[src/rtl/ddr4_request_queue_if.sv]
// Request/response bundle between the trace reader, the request queue and the DDR4 controller.
// Defining IQ_STATS_EN adds the max_count and drop_count statistics signals.
interface ddr4_request_queue_if #(
    parameter int DEPTH  = 16,
    parameter int ADDR_W = 36,
    parameter int TIME_W = 32
);
    localparam int CW = $clog2(DEPTH) + 1;

    logic [TIME_W-1:0] time_in;
    logic [31:0]       operation_in;
    logic [ADDR_W-1:0] address_in;
    logic              valid;
    logic              done;
    logic              full;
    logic              empty;
    logic [CW-1:0]     count;
    logic [TIME_W-1:0] cur_time;
    logic              out_valid;
    logic              out_ready;
    logic [TIME_W-1:0] out_time;
    logic [1:0]        out_op;
    logic [ADDR_W-1:0] out_addr;
    logic [15:0]       out_row;
    logic [7:0]        out_col;
    logic [1:0]        out_bank;
    logic [1:0]        out_bg;
    logic              bad_op;
    logic              all_done;
`ifdef IQ_STATS_EN
    logic [CW-1:0]     max_count;
    logic [15:0]       drop_count;
`endif

    modport slave (
        input  time_in, operation_in, address_in, valid, done, out_ready,
        output full, empty, count, cur_time, out_valid, out_time, out_op,
        output out_addr, out_row, out_col, out_bank, out_bg, bad_op, all_done
`ifdef IQ_STATS_EN
        , output max_count, drop_count
`endif
    );

    modport master (
        output time_in, operation_in, address_in, valid, done, out_ready,
        input  full, empty, count, cur_time, out_valid, out_time, out_op,
        input  out_addr, out_row, out_col, out_bank, out_bg, bad_op, all_done
`ifdef IQ_STATS_EN
        , input max_count, drop_count
`endif
    );
endinterface

[src/rtl/ddr4_request_queue.sv]
// In-order DDR4 request FIFO with head address decode, cycle counter and drain detection.
// Optional statistics (max occupancy, saturating drop count) are built when IQ_STATS_EN is defined.
module ddr4_request_queue #(
    parameter int DEPTH  = 16,
    parameter int ADDR_W = 36,
    parameter int TIME_W = 32
) (
    input logic clock,
    input logic reset,
    ddr4_request_queue_if.slave bus
);
    localparam int PW = $clog2(DEPTH);
    localparam int CW = PW + 1;

    logic [TIME_W-1:0] r_time_mem [DEPTH];
    logic [1:0]        r_op_mem   [DEPTH];
    logic [ADDR_W-1:0] r_addr_mem [DEPTH];

    logic [PW-1:0]     r_wr_ptr;
    logic [PW-1:0]     r_rd_ptr;
    logic [CW-1:0]     r_count;
    logic [TIME_W-1:0] r_cur_time;
    logic              r_bad_op;
    logic              r_done_seen;

    logic              w_full;
    logic              w_empty;
    logic              w_op_legal;
    logic              w_enq;
    logic              w_deq;
    logic              w_bad_evt;
    logic [CW-1:0]     w_count_nxt;
    logic [ADDR_W-1:0] w_head_addr;

    // Handshake qualification; full is taken from the current count so a dequeue cannot open a slot the same cycle.
    always_comb begin
        w_full      = (r_count == CW'(DEPTH));
        w_empty     = (r_count == {CW{1'b0}});
        w_op_legal  = (bus.operation_in <= 32'd2);
        w_enq       = bus.valid && !w_full && w_op_legal;
        w_deq       = !w_empty && bus.out_ready;
        w_bad_evt   = bus.valid && !w_op_legal;
        w_count_nxt = r_count;
        case ({w_enq, w_deq})
            2'b10:   w_count_nxt = r_count + CW'(1);
            2'b01:   w_count_nxt = r_count - CW'(1);
            default: w_count_nxt = r_count;
        endcase
    end

    // Pointers, occupancy, cycle counter, error pulse and done latch.
    always_ff @(posedge clock) begin
        if (reset) begin
            r_wr_ptr    <= {PW{1'b0}};
            r_rd_ptr    <= {PW{1'b0}};
            r_count     <= {CW{1'b0}};
            r_cur_time  <= {TIME_W{1'b0}};
            r_bad_op    <= 1'b0;
            r_done_seen <= 1'b0;
        end else begin
            r_cur_time <= r_cur_time + TIME_W'(1);
            r_count    <= w_count_nxt;
            r_bad_op   <= w_bad_evt;
            if (w_enq) begin
                r_wr_ptr <= r_wr_ptr + PW'(1);
            end
            if (w_deq) begin
                r_rd_ptr <= r_rd_ptr + PW'(1);
            end
            if (bus.done) begin
                r_done_seen <= 1'b1;
            end
        end
    end

    // Entry storage; contents need no reset because count gates visibility.
    always_ff @(posedge clock) begin
        if (w_enq) begin
            r_time_mem[r_wr_ptr] <= bus.time_in;
            r_op_mem[r_wr_ptr]   <= bus.operation_in[1:0];
            r_addr_mem[r_wr_ptr] <= bus.address_in;
        end
    end

    assign w_head_addr   = r_addr_mem[r_rd_ptr];

    assign bus.full      = w_full;
    assign bus.empty     = w_empty;
    assign bus.count     = r_count;
    assign bus.cur_time  = r_cur_time;
    assign bus.out_valid = !w_empty;
    assign bus.out_time  = r_time_mem[r_rd_ptr];
    assign bus.out_op    = r_op_mem[r_rd_ptr];
    assign bus.out_addr  = w_head_addr;
    assign bus.out_row   = w_head_addr[33:18];
    assign bus.out_col   = w_head_addr[17:10];
    assign bus.out_bank  = w_head_addr[9:8];
    assign bus.out_bg    = w_head_addr[7:6];
    assign bus.bad_op    = r_bad_op;
    assign bus.all_done  = r_done_seen && w_empty;

`ifdef IQ_STATS_EN
    logic [CW-1:0] r_max_count;
    logic [15:0]   r_drop_count;

    // High-water mark and saturating count of dropped illegal requests.
    always_ff @(posedge clock) begin
        if (reset) begin
            r_max_count  <= {CW{1'b0}};
            r_drop_count <= 16'd0;
        end else begin
            if (w_count_nxt > r_max_count) begin
                r_max_count <= w_count_nxt;
            end
            if (w_bad_evt && (r_drop_count != 16'hFFFF)) begin
                r_drop_count <= r_drop_count + 16'd1;
            end
        end
    end

    assign bus.max_count  = r_max_count;
    assign bus.drop_count = r_drop_count;
`endif
endmodule

[src/flat_wrapper.sv]
// flat-port wrapper written by rule: the top's interface ports become plain ports
module ddr4_request_queue_flat 
#(
    parameter int DEPTH  = 16,
    parameter int ADDR_W = 36,
    parameter int TIME_W = 32
)
  (clock, reset, bus_time_in, bus_operation_in, bus_address_in, bus_valid, bus_done, bus_out_ready, bus_full, bus_empty, bus_count, bus_cur_time, bus_out_valid, bus_out_time, bus_out_op, bus_out_addr, bus_out_row, bus_out_col, bus_out_bank, bus_out_bg, bus_bad_op, bus_all_done);
  ddr4_request_queue_if #(.DEPTH(DEPTH), .ADDR_W(ADDR_W), .TIME_W(TIME_W)) bus_i ();
  input logic clock;
  input logic reset;
  input wire logic [$bits(bus_i.time_in)-1:0] bus_time_in;
  input wire logic [$bits(bus_i.operation_in)-1:0] bus_operation_in;
  input wire logic [$bits(bus_i.address_in)-1:0] bus_address_in;
  input wire logic [$bits(bus_i.valid)-1:0] bus_valid;
  input wire logic [$bits(bus_i.done)-1:0] bus_done;
  input wire logic [$bits(bus_i.out_ready)-1:0] bus_out_ready;
  output wire logic [$bits(bus_i.full)-1:0] bus_full;
  output wire logic [$bits(bus_i.empty)-1:0] bus_empty;
  output wire logic [$bits(bus_i.count)-1:0] bus_count;
  output wire logic [$bits(bus_i.cur_time)-1:0] bus_cur_time;
  output wire logic [$bits(bus_i.out_valid)-1:0] bus_out_valid;
  output wire logic [$bits(bus_i.out_time)-1:0] bus_out_time;
  output wire logic [$bits(bus_i.out_op)-1:0] bus_out_op;
  output wire logic [$bits(bus_i.out_addr)-1:0] bus_out_addr;
  output wire logic [$bits(bus_i.out_row)-1:0] bus_out_row;
  output wire logic [$bits(bus_i.out_col)-1:0] bus_out_col;
  output wire logic [$bits(bus_i.out_bank)-1:0] bus_out_bank;
  output wire logic [$bits(bus_i.out_bg)-1:0] bus_out_bg;
  output wire logic [$bits(bus_i.bad_op)-1:0] bus_bad_op;
  output wire logic [$bits(bus_i.all_done)-1:0] bus_all_done;
  assign bus_i.time_in = bus_time_in;
  assign bus_i.operation_in = bus_operation_in;
  assign bus_i.address_in = bus_address_in;
  assign bus_i.valid = bus_valid;
  assign bus_i.done = bus_done;
  assign bus_i.out_ready = bus_out_ready;
  assign bus_full = bus_i.full;
  assign bus_empty = bus_i.empty;
  assign bus_count = bus_i.count;
  assign bus_cur_time = bus_i.cur_time;
  assign bus_out_valid = bus_i.out_valid;
  assign bus_out_time = bus_i.out_time;
  assign bus_out_op = bus_i.out_op;
  assign bus_out_addr = bus_i.out_addr;
  assign bus_out_row = bus_i.out_row;
  assign bus_out_col = bus_i.out_col;
  assign bus_out_bank = bus_i.out_bank;
  assign bus_out_bg = bus_i.out_bg;
  assign bus_bad_op = bus_i.bad_op;
  assign bus_all_done = bus_i.all_done;
  ddr4_request_queue #(.DEPTH(DEPTH), .ADDR_W(ADDR_W), .TIME_W(TIME_W)) u_core (.clock(clock), .reset(reset), .bus(bus_i));
endmodule
[config.mk]
export PLATFORM = sky130hd
export DESIGN_NAME = ddr4_request_queue_flat
export DESIGN_NICKNAME = d
export VERILOG_FILES = /design/src/rtl/ddr4_request_queue_if.sv /design/src/rtl/ddr4_request_queue.sv /design/src/flat_wrapper.sv
export SDC_FILE = /design/constraint.sdc
export NUM_CORES = 1
export LEC_CHECK = 0
export ABC_CLOCK_PERIOD_IN_PS = 9400
export CELL_PAD_IN_SITES_DETAIL_PLACEMENT = 0
export CELL_PAD_IN_SITES_GLOBAL_PLACEMENT = 1
export CORE_ASPECT_RATIO = 1.1
export CORE_MARGIN = 3
export CORE_UTILIZATION = 25
export CTS_CLUSTER_DIAMETER = 100
export DETAILED_ROUTE_END_ITERATION = 12
export PLACE_DENSITY = 0.55
export SLEW_MARGIN = 20
export SYNTH_ARGS = -nofsm -noshare
export SYNTH_HDL_FRONTEND = slang
export SYNTH_SLANG_ARGS = --single-unit
[constraint.sdc]
create_clock -name clock -period 9.4 [get_ports clock]
set_clock_uncertainty 0.1 [all_clocks]
set_input_delay 1.88 -clock clock [delete_from_list [all_inputs] [get_ports clock]]
set_output_delay 1.88 -clock clock [all_outputs]
set_load 0.02 [all_outputs]
==> reports/qor.csv <==
metric;value;unit
clkSinkCount;1171;
worstMarginPinSlew;1.07;ns
yosysWarnings;0;
synth_most_common_cell;edfxtp_1;
clk_transition_reported_paths;0.06;ns
power_leakage;15.8;nW
grt_start_max_net_pins;125;
cts.hold.buffers_added;0;
grt.total_usage;11.7;%
status;finished clean;
via_per_inst;4.40;
drc_errors;0;
required;7.42;ns
gp_routability_congestion;0.744;
cts_resized;0;
synth_ff_type;edfxtp_1;
crit_buf_inv;3;
io_pins;245;
portBuffers;244;
dp_hpwl;65800;um
finalCritPeriodShare;65.7;%
syn_inst;1893;
rsz0062_at_grt;no;
slew_viol_final;0;
dieWidth;409;um
synth_edf_count;1120;
r2r_start;u_core.bus.count[2]$_SDFFE_PP0P_;
fin_crit;6.18;ns
vias;20400;
drtIter0Drc;1622;
finalNetCount;2282;
end_kind;primary output;
syn_to_final_growth;20.5;%
fill_cells;17100;
post-cts-setup-buffer-count;0;
final_antenna_net_count;0;
overflow;0;
netlist.area_leader.share;75.1;%
drtPass1Iterations;5;
max_stage_delay;0.75;ns
num_rows;162;
clk_latency;0.74;ns
synth.distinct_cells;45;
yosysSeqAreaShare;77.4;%
ys_seq_elements;1171;
synth_fp_nets;2008;
coreArea;178000;um^2
slew_headroom;28.5;%
swShare;23.6;%
worstPathArrival;4.20;ns
cts_root_buf;clkbuf_16;
power.internal;9.28;mW
die_area;184000;um^2
drive_above_1_share;25.8;%
hp-start;u_core.r_done_seen$_SDFFE_PP0P_;
critPathTopFamily;buffers and inverters;
die_h;450;um
wl;110000;um
crit_chain;buf_16 -> buf_4 -> mux4_2 -> mux4_2 -> clkdlybuf4s50_1;
cts_buffer_depth;3;
cpMaxStageDelayCell;buf_4;
ir_drop;0.154;mV
max_freq;162;MHz
postSynthAreaPerCell;23.6;um^2
combPwrFrac;14.0;%
setup_viol;0;
routedWlPerCell;23.6;um
path_class;reg -> out;
syn_area;44800;um^2
p_sw;2.86;mW
grt_pass1_vias;21800;
antenna_found_initial;19;
seqPwrFrac;47.3;%
synthArstFlopShare;0;%
tns;0;ns
numCtsBuffers;120;
pre_cts_slack;2.47;ns
powerDensity;225;nW/um^2
start_util;25.2;%
post-route-worst-setup-slack;3.22;ns
holdCritPathClass;reg -> reg;
synth_common_cells;1120 x edfxtp_1, 350 x mux4_2, 62 x clkbuf_1;
cap_violations;0;
htree_levels;3;
synthTopCellsByArea;edfxtp_1 75%, mux4_2 18%, dfxtp_1 2.3%, clkbuf_1 0.52%, buf_4 0.47%;
yosysTopAreaCell;edfxtp_1;
path_max_fanout;42;
grt_first_pass_wirelength;159000;um
hold_viol;0;
pwr-share-clk;38.7;%
critPathLaunchType;register;
cpMostUsedCell;mux4_2;
cts_tree;yes;
[tightest hold or removal path: stages, from the launching register on]
cell and delay (ns):
dfxtp_1 0.33, nor2_1 0.05, nor2_1 0.06
[stage by stage]
stage / area [um^2] / utilization (%) / total power, mW / hold slack, ns / cells
final: 53900 / 30.4 / 12.1 / 0.369 / 4649
after floorplan: 44800 / - / 6.98 / 0.330 / 1893
after global routing: 53900 / 30.4 / 12.6 / 0.394 / 4641
after detailed placement: 49900 / 28.1 / 7.61 / 0.358 / 4420
after global placement: 49900 / 28.1 / 7.60 / 0.344 / 4420
after CTS: 53800 / 30.3 / 12.4 / 0.373 / 4638
[flip-flops by register name (all words and copies together), names as in the netlist, named ones only]
register and cells:
u_core.r_addr_mem 576, u_core.bus.bad_op 1, u_core.r_time_mem 512, u_core.r_rd_ptr 4, u_core.r_op_mem 32, u_core.bus.cur_time 32
u_core.bus.count 5, u_core.r_wr_ptr 4, u_core.r_done_seen 1
[final timing paths]
check             cells after the start                            endpoint  slack (ns)
hold reg to reg                       2     u_core.r_done_seen$_SDFFE_PP0P_        0.37
setup reg to reg                      5  u_core.r_time_mem[0][19]$_DFFE_PP_        5.44
hold / removal                        2     u_core.r_done_seen$_SDFFE_PP0P_        0.37
setup / recovery                      5                     bus_out_row[10]        3.22
[per-layer routing]
| metal | share of wire [%] | track usage (%) | vias up |
|---|---|---|---|
| li1 | - | - | 8661 |
| met1 | 42 | 15.1 | 11100 |
| met2 | 51 | 19.9 | 526 |
| met3 | 5.6 | 2.62 | 145 |
| met4 | 1.9 | 2.99 | 10 |
| met5 | 0.068 | 0 | - |
[placed cells by master (no fill, tap or decap), types with 4 or more instances in the layout]
cell type        Yosys  final
clkinv_4             0      4
or4_1               12     12
a21oi_1             12     12
xor2_1              13     13
clkbuf_16            0    121
and4_4               0      4
buf_12               0      4
nand4_1             12     12
mux4_2             350    350
and4b_4              0      8
dfxtp_1             51     47
clkdlybuf4s50_1      0    243
nand2_1             16     16
clkinv_16            0      4
buf_4               28     27
clkinv_2             0     19
o31ai_1              8      8
o21ai_0              7      7
inv_1               12     12
bufinv_16            0     12
edfxtp_1          1120   1120
nor2b_1              8      8
nand3_1             11     11
diode_2              0      8
nor2_1              39     39
or3_1                5      5
mux2_2               9      9
nor4_1              14     14
xnor2_1              7      7
ha_1                10     10
nor3_1               6      6
clkinv_1             0     23
dfxtp_4              0      4
clkinvlp_4           0      4
clkbuf_1            62     28
[cell families after synthesis]
| kind of cell | Yosys count | share of synthesized area [%] |
|---|---|---|
| compound gates | 39 | 0.567 |
| fa+ha+maj | 10 | 0.280 |
| flops | 1171 | 77.4 |
| mux | 361 | 17.9 |
| xor+xnor | 20 | 0.391 |
| buf+inv | 137 | 1.45 |
| simple gates | 155 | 2.02 |
[power groups by stage]
| stage | Combinational [mW] | Clock (mW) | Sequential, mW |
|---|---|---|---|
| finish | 1.70 | 4.70 | 5.75 |
| global route | 1.83 | 5.04 | 5.75 |
| CTS | 1.72 | 4.85 | 5.79 |
| detailed placement | 1.72 | 0 | 5.90 |
| global placement | 1.70 | 0 | 5.90 |
| floorplan | 1.14 | 0 | 5.84 |
[area by class of cell]
cell class / count / area [um^2] / share of cell area, %
Inverter: 12 / 45.0 / 0.0835
Sequential cell: 1171 / 34700 / 64.3
Tap cell: 2378 / 2980 / 5.52
Multi-Input combinational cell: 585 / 9540 / 17.7
Timing Repair Buffer: 277 / 2780 / 5.15
Clock inverter: 69 / 776 / 1.44
Clock buffer: 149 / 3130 / 5.81
Antenna cell: 8 / 20.0 / 0.0371
Power figures use the tool's default switching activity.
==> RTL edit 1, RTL diff (same flow settings) <==
`DEPTH` is set to 16 in 3 places; all go to 32.
--- a/src/rtl/ddr4_request_queue_if.sv
+++ b/src/rtl/ddr4_request_queue_if.sv
@@ -1,7 +1,7 @@
 // Request/response bundle between the trace reader, the request queue and the DDR4 controller.
 // Defining IQ_STATS_EN adds the max_count and drop_count statistics signals.
 interface ddr4_request_queue_if #(
-    parameter int DEPTH  = 16,
+    parameter int DEPTH  = 32,
     parameter int ADDR_W = 36,
     parameter int TIME_W = 32
 );
--- a/src/rtl/ddr4_request_queue.sv
+++ b/src/rtl/ddr4_request_queue.sv
@@ -1,7 +1,7 @@
 // In-order DDR4 request FIFO with head address decode, cycle counter and drain detection.
 // Optional statistics (max occupancy, saturating drop count) are built when IQ_STATS_EN is defined.
 module ddr4_request_queue #(
-    parameter int DEPTH  = 16,
+    parameter int DEPTH  = 32,
     parameter int ADDR_W = 36,
     parameter int TIME_W = 32
 ) (
--- a/src/flat_wrapper.sv
+++ b/src/flat_wrapper.sv
@@ -1,7 +1,7 @@
 // flat-port wrapper written by rule: the top's interface ports become plain ports
 module ddr4_request_queue_flat 
 #(
-    parameter int DEPTH  = 16,
+    parameter int DEPTH  = 32,
     parameter int ADDR_W = 36,
     parameter int TIME_W = 32
 )
Interface: changed (resized bus_count); port bits go from 245 to 246. No check against the original RTL was run, so the function may have changed too.
==> RTL edit 1 against the original RTL <==
Power increased by 69%; design area increased by 91%; largest power group unchanged; critical path type unchanged; die area increased by 94%; sequential cell count increased by 1124; non-clock buffer count increased by 77; clock power increased by 95%; worst setup slack got worse by 830 ps; routed wire length increased by 110%; synthesized area increased by 95%.
==> RTL edit 1: results (changes against the original RTL) <==
global_route:
  grt_max_degree: 131  # was 125
  grtUsageTotal_pct: 12.9  # was 11.7%
  grt_antenna_before_repair: 24  # was 19
  grt_pass1_vias: 43800  # was 21,800
  grt_pass1_wl_um: 334000  # was 159,000 um
cts:
  cts_setup_buffers: 0  # unchanged
  cts_root_buf: "clkbuf_16"  # unchanged
  htreeDepth: 4  # was 3
  clkTransAtPathRegs_ps: 60  # about the same
  insertion_delay_ps: 860  # was 740 ps
  numCtsBuffers: 240  # was 120
  cts_resized: 0  # unchanged
  clockBufferDepth: 4  # was 3
cells_and_area:
  layout_commonest_cell: "edfxtp_1"  # unchanged
  reg.largest.list: "u_core.r_addr_mem (1152), u_core.r_time_mem (1024), u_core.r_op_mem (64)"  # was u_core.r_addr_mem (576), u_core.r_time_mem (512)
  final_layout_size_suffix_gt1_share_pct: 23.6  # was 25.8%
  num-nets-final: 4400  # was 2,282
placed_design:
  dp_hpwl_um: 129000  # was 65,800 um
  gp_congestion: 0.706  # was 0.744
  place_ws_ps: 2240  # was 2470 ps
  numPortBuffers: 245  # was 244
synthesis:
  synth.area.top_cells: "edfxtp_1, mux4_2, mux2i_1"  # was edfxtp_1, mux4_2, dfxtp_1
  synth-compound-area-share_pct: 3.44  # was 0.567%
  synth_common_cells: "edfxtp_1, mux4_2, mux2i_1"  # was edfxtp_1, mux4_2, clkbuf_1
  syn_nets: 4055  # was 2,008
  synth_enable_flop_cells: 2240  # was 1,120
  yosysSeqAreaShare_pct: 78.1  # was 77.4%
  synth.distinct_cells: 48  # was 45
  synthAdderAreaFrac_pct: 0.129  # was 0.280%
  ys.flop_type: "edfxtp_1"  # unchanged
  ys_warn_count: 0  # unchanged
  synth_mux_area_share_pct: 14.9  # was 17.9%
  synthArstFlopShare_pct: 0  # unchanged
  synthXorXnorAreaFrac_pct: 0.360  # was 0.391%
detailed_routing:
  drt_first_pass_iters: 6  # was 5
  wl_met2_um: 118000  # was 55,400 um
  wl_um: 235000  # was 110,000 um
  m1WireLength_um: 98700  # was 45,900 um
  viasPerCell: 4.60  # was 4.40
  topRoutingLayerUsed: "met5"  # unchanged
  wl_met3_um: 13000  # was 6160 um
  drt_iter0_drc: 3817  # was 1,622
power:
  pg_clk_uw: 9170  # was 4700 uW
  pg_seq_uw: 11200  # was 5750 uW
  max-vdd-ir-drop_mv: 0.180  # was 0.154 mV
  p_leak_uw: 0.0300  # was 0.0158 uW
  internal_power_uw: 16500  # was 9280 uW
hold_path:
  holdPathStages: 2  # unchanged
  hp-class: "reg -> reg"  # unchanged
setup_path:
  critPathMaxFanout: 111  # was 42
  cp.arrival_ps: 5030  # was 4200 ps
  cp_slowest_cell: "a221oi_1"  # was buf_4
  ff2ff_path_depth: 6  # was 5
  cpLargestDelayFamily: "buffers and inverters"  # unchanged
  slowest_delay_ps: 980  # was 750 ps
run:
  max-cap-violations: 0  # unchanged
run_status:
  status: "complete, no violations"  # unchanged
sta:
  tightest_slew_ps: 1110  # was 1070 ps
RTL edit 1: changes by cell type in the layout (fill, tap and decap cells not counted), moves of 38 or more:
cell,delta
a21oi_1,+75
a221oi_1,+38
a22oi_1,+80
buf_2,+49
buf_4,+60
clkbuf_16,+122
clkdlybuf4s50_1,-47
edfxtp_1,+1120
mux2i_1,+142
mux4_2,+165
o21ai_0,+59
o221ai_1,+94
RTL edit 1: per-layer routing:
| metal | vias to the layer above | track usage (%) |
|---|---|---|
| li1 | 17500 | - |
| met4 | 8 | 3.38 |
| met2 | 1204 | 22.0 |
| met5 | - | 0 |
| met1 | 22600 | 17.0 |
| met3 | 331 | 2.28 |
RTL edit 1: path summary, 6_finish.rpt:
path	startpoint	to	slack, ps
max	flip-flop	bus_out_time[16]	2390
min	u_core.r_done_seen	u_core.r_done_seen	370
max reg2reg	u_core.bus.count[0]	u_core.r_time_mem[1][2]	5140
min reg2reg	u_core.r_done_seen	u_core.r_done_seen	370
RTL edit 1: per-stage QoR:
| step | cells | hold slack, ps | instance area, um^2 | total power (uW) |
|---|---|---|---|---|
| final | 9049 | 367 | 103000 | 20600 |
| after global routing | 9047 | 400 | 103000 | 21300 |
| after CTS | 9044 | 375 | 103000 | 20900 |
| after detailed placement | 8623 | 361 | 95700 | 11700 |
| after global placement | 8621 | 356 | 95700 | 11600 |
| after floorplan | 3941 | 330 | 87500 | 11500 |
RTL edit 1: final cells by class:
| class | instances | area, um^2 |
|---|---|---|
| diodes | 4 | 10.0 |
| clock buffers | 287 | 6250 |
| clock inverters | 134 | 1250 |
| fillers | 33600 | 245000 |
| inverters | 14 | 57.6 |
| multi-input cells | 1381 | 18100 |
| flip-flops and latches | 2295 | 68400 |
| well taps | 4580 | 5730 |
| repair buffers | 354 | 3280 |
==> RTL edit 2, RTL diff (same flow settings) <==
Made on the original files. One comparison of `r_count` changes from == to >=.
--- a/src/rtl/ddr4_request_queue.sv
+++ b/src/rtl/ddr4_request_queue.sv
@@ -34,7 +34,7 @@
 
     // Handshake qualification; full is taken from the current count so a dequeue cannot open a slot the same cycle.
     always_comb begin
-        w_full      = (r_count == CW'(DEPTH));
+        w_full      = (r_count >= CW'(DEPTH));
         w_empty     = (r_count == {CW{1'b0}});
         w_op_legal  = (bus.operation_in <= 32'd2);
         w_enq       = bus.valid && !w_full && w_op_legal;
Check against the original RTL: no difference found for any inputs over 4 cycles, from zero or initial values and one cycle with reset high; that may be too few to reach the edited logic, so the function may still have changed.
==> RTL edit 2 against the original RTL <==
Design area rose by 0.21%; final cell count hardly changed; worst setup slack got worse by 120 ps; synthesized area rose by 0.11%; sequential cell count unchanged; routed wire length down 1.2%; combinational power is 4% lower; non-clock buffer count is 1 lower; power grew 0.83%.
==> RTL edit 2: results (changes against the original RTL) <==
placed_design:
  dp_hpwl_um: 64000  # was 65,800 um
  place_ws_ps: 2410  # was 2470 ps
  gp_congestion: 0.736  # was 0.744
  post-place-cells: 4418  # was 4,420
  dpl_cell_area_mm2: 0.0499  # about the same
synthesis:
  yosysSeqAreaShare_pct: 77.3  # was 77.4%
  synth_mux_area_share_pct: 17.9  # about the same
  ys_warn_count: 0  # unchanged
  synth.distinct_cells: 53  # was 45
  synthAdderAreaFrac_pct: 0.279  # was 0.280%
  synth.area.top_cells: "edfxtp_1, mux4_2, dfxtp_1"  # unchanged
  synth-compound-area-share_pct: 0.628  # was 0.567%
  synthXorXnorAreaFrac_pct: 0.293  # was 0.391%
power:
  powerDensity_mw_per_mm2: 227  # was 225 mW/mm^2
  p_leak_uw: 0.0158  # about the same
  comb_cell_power_uw: 1630  # was 1700 uW
  max-vdd-ir-drop_mv: 0.166  # was 0.154 mV
global_route:
  grt_pass1_wl_um: 157000  # was 159,000 um
  grt_max_degree: 158  # was 125
  grt_antenna_before_repair: 15  # was 19
  grt_pass1_vias: 21800  # about the same
  grt_use_met2_pct: 19.3  # was 19.9%
  grtUsageTotal_pct: 11.6  # was 11.7%
setup_path:
  critPathMaxFanout: 79  # was 42
  cp_slowest_cell: "dfxtp_4"  # was buf_4
detailed_routing:
  wl_per_cell_um: 23.3  # was 23.6 um
  drt_iter0_drc: 1434  # was 1,622
  wl_met3_um: 5850  # was 6160 um
  vias: 20300  # was 20,400
  wl_met2_um: 54000  # was 55,400 um
cells_and_area:
  finalNonFillerCells: 4652  # was 4,649
  fillers: 17100  # about the same
  num-nets-final: 2280  # was 2,282
  multi_input_area_mm2: 0.00952  # was 0.00954 mm^2
cts:
  insertion_delay_ps: 710  # was 740 ps
  cts_root_buf: "clkbuf_16"  # unchanged
run_status:
  status: "complete, no violations"  # unchanged
-- RTL edit 2: area by class of cell --
cell class / instances / share of cell area, %
clock inverter: 89 / 1.73
antenna: 4 / 0.0185
multi-input combinational: 582 / 17.6
tap: 2378 / 5.51
sequential: 1171 / 64.2
timing repair buffer: 276 / 5.12
inverter: 13 / 0.0903
clock buffer: 139 / 5.77
-- RTL edit 2: cell families after synthesis --
family,after synthesis
flip-flops,1171
AO/OA/AOI/OAI,45
multiplexers,363
AND/OR/NAND/NOR,149
buffers and inverters,140
XOR/XNOR,15
adder cells (fa/ha/maj),10
-- RTL edit 2: worst paths after layout --
path / startpoint / to / slack [ps] / cells past startpoint
max reg2reg: u_core.bus.count[4] / u_core.r_time_mem[4][6] / 5910 / 3
max: flip-flop / bus_out_time[14] / 3100 / 4
min reg2reg: u_core.r_done_seen / u_core.r_done_seen / 370 / 2
min: u_core.r_done_seen / u_core.r_done_seen / 370 / 2
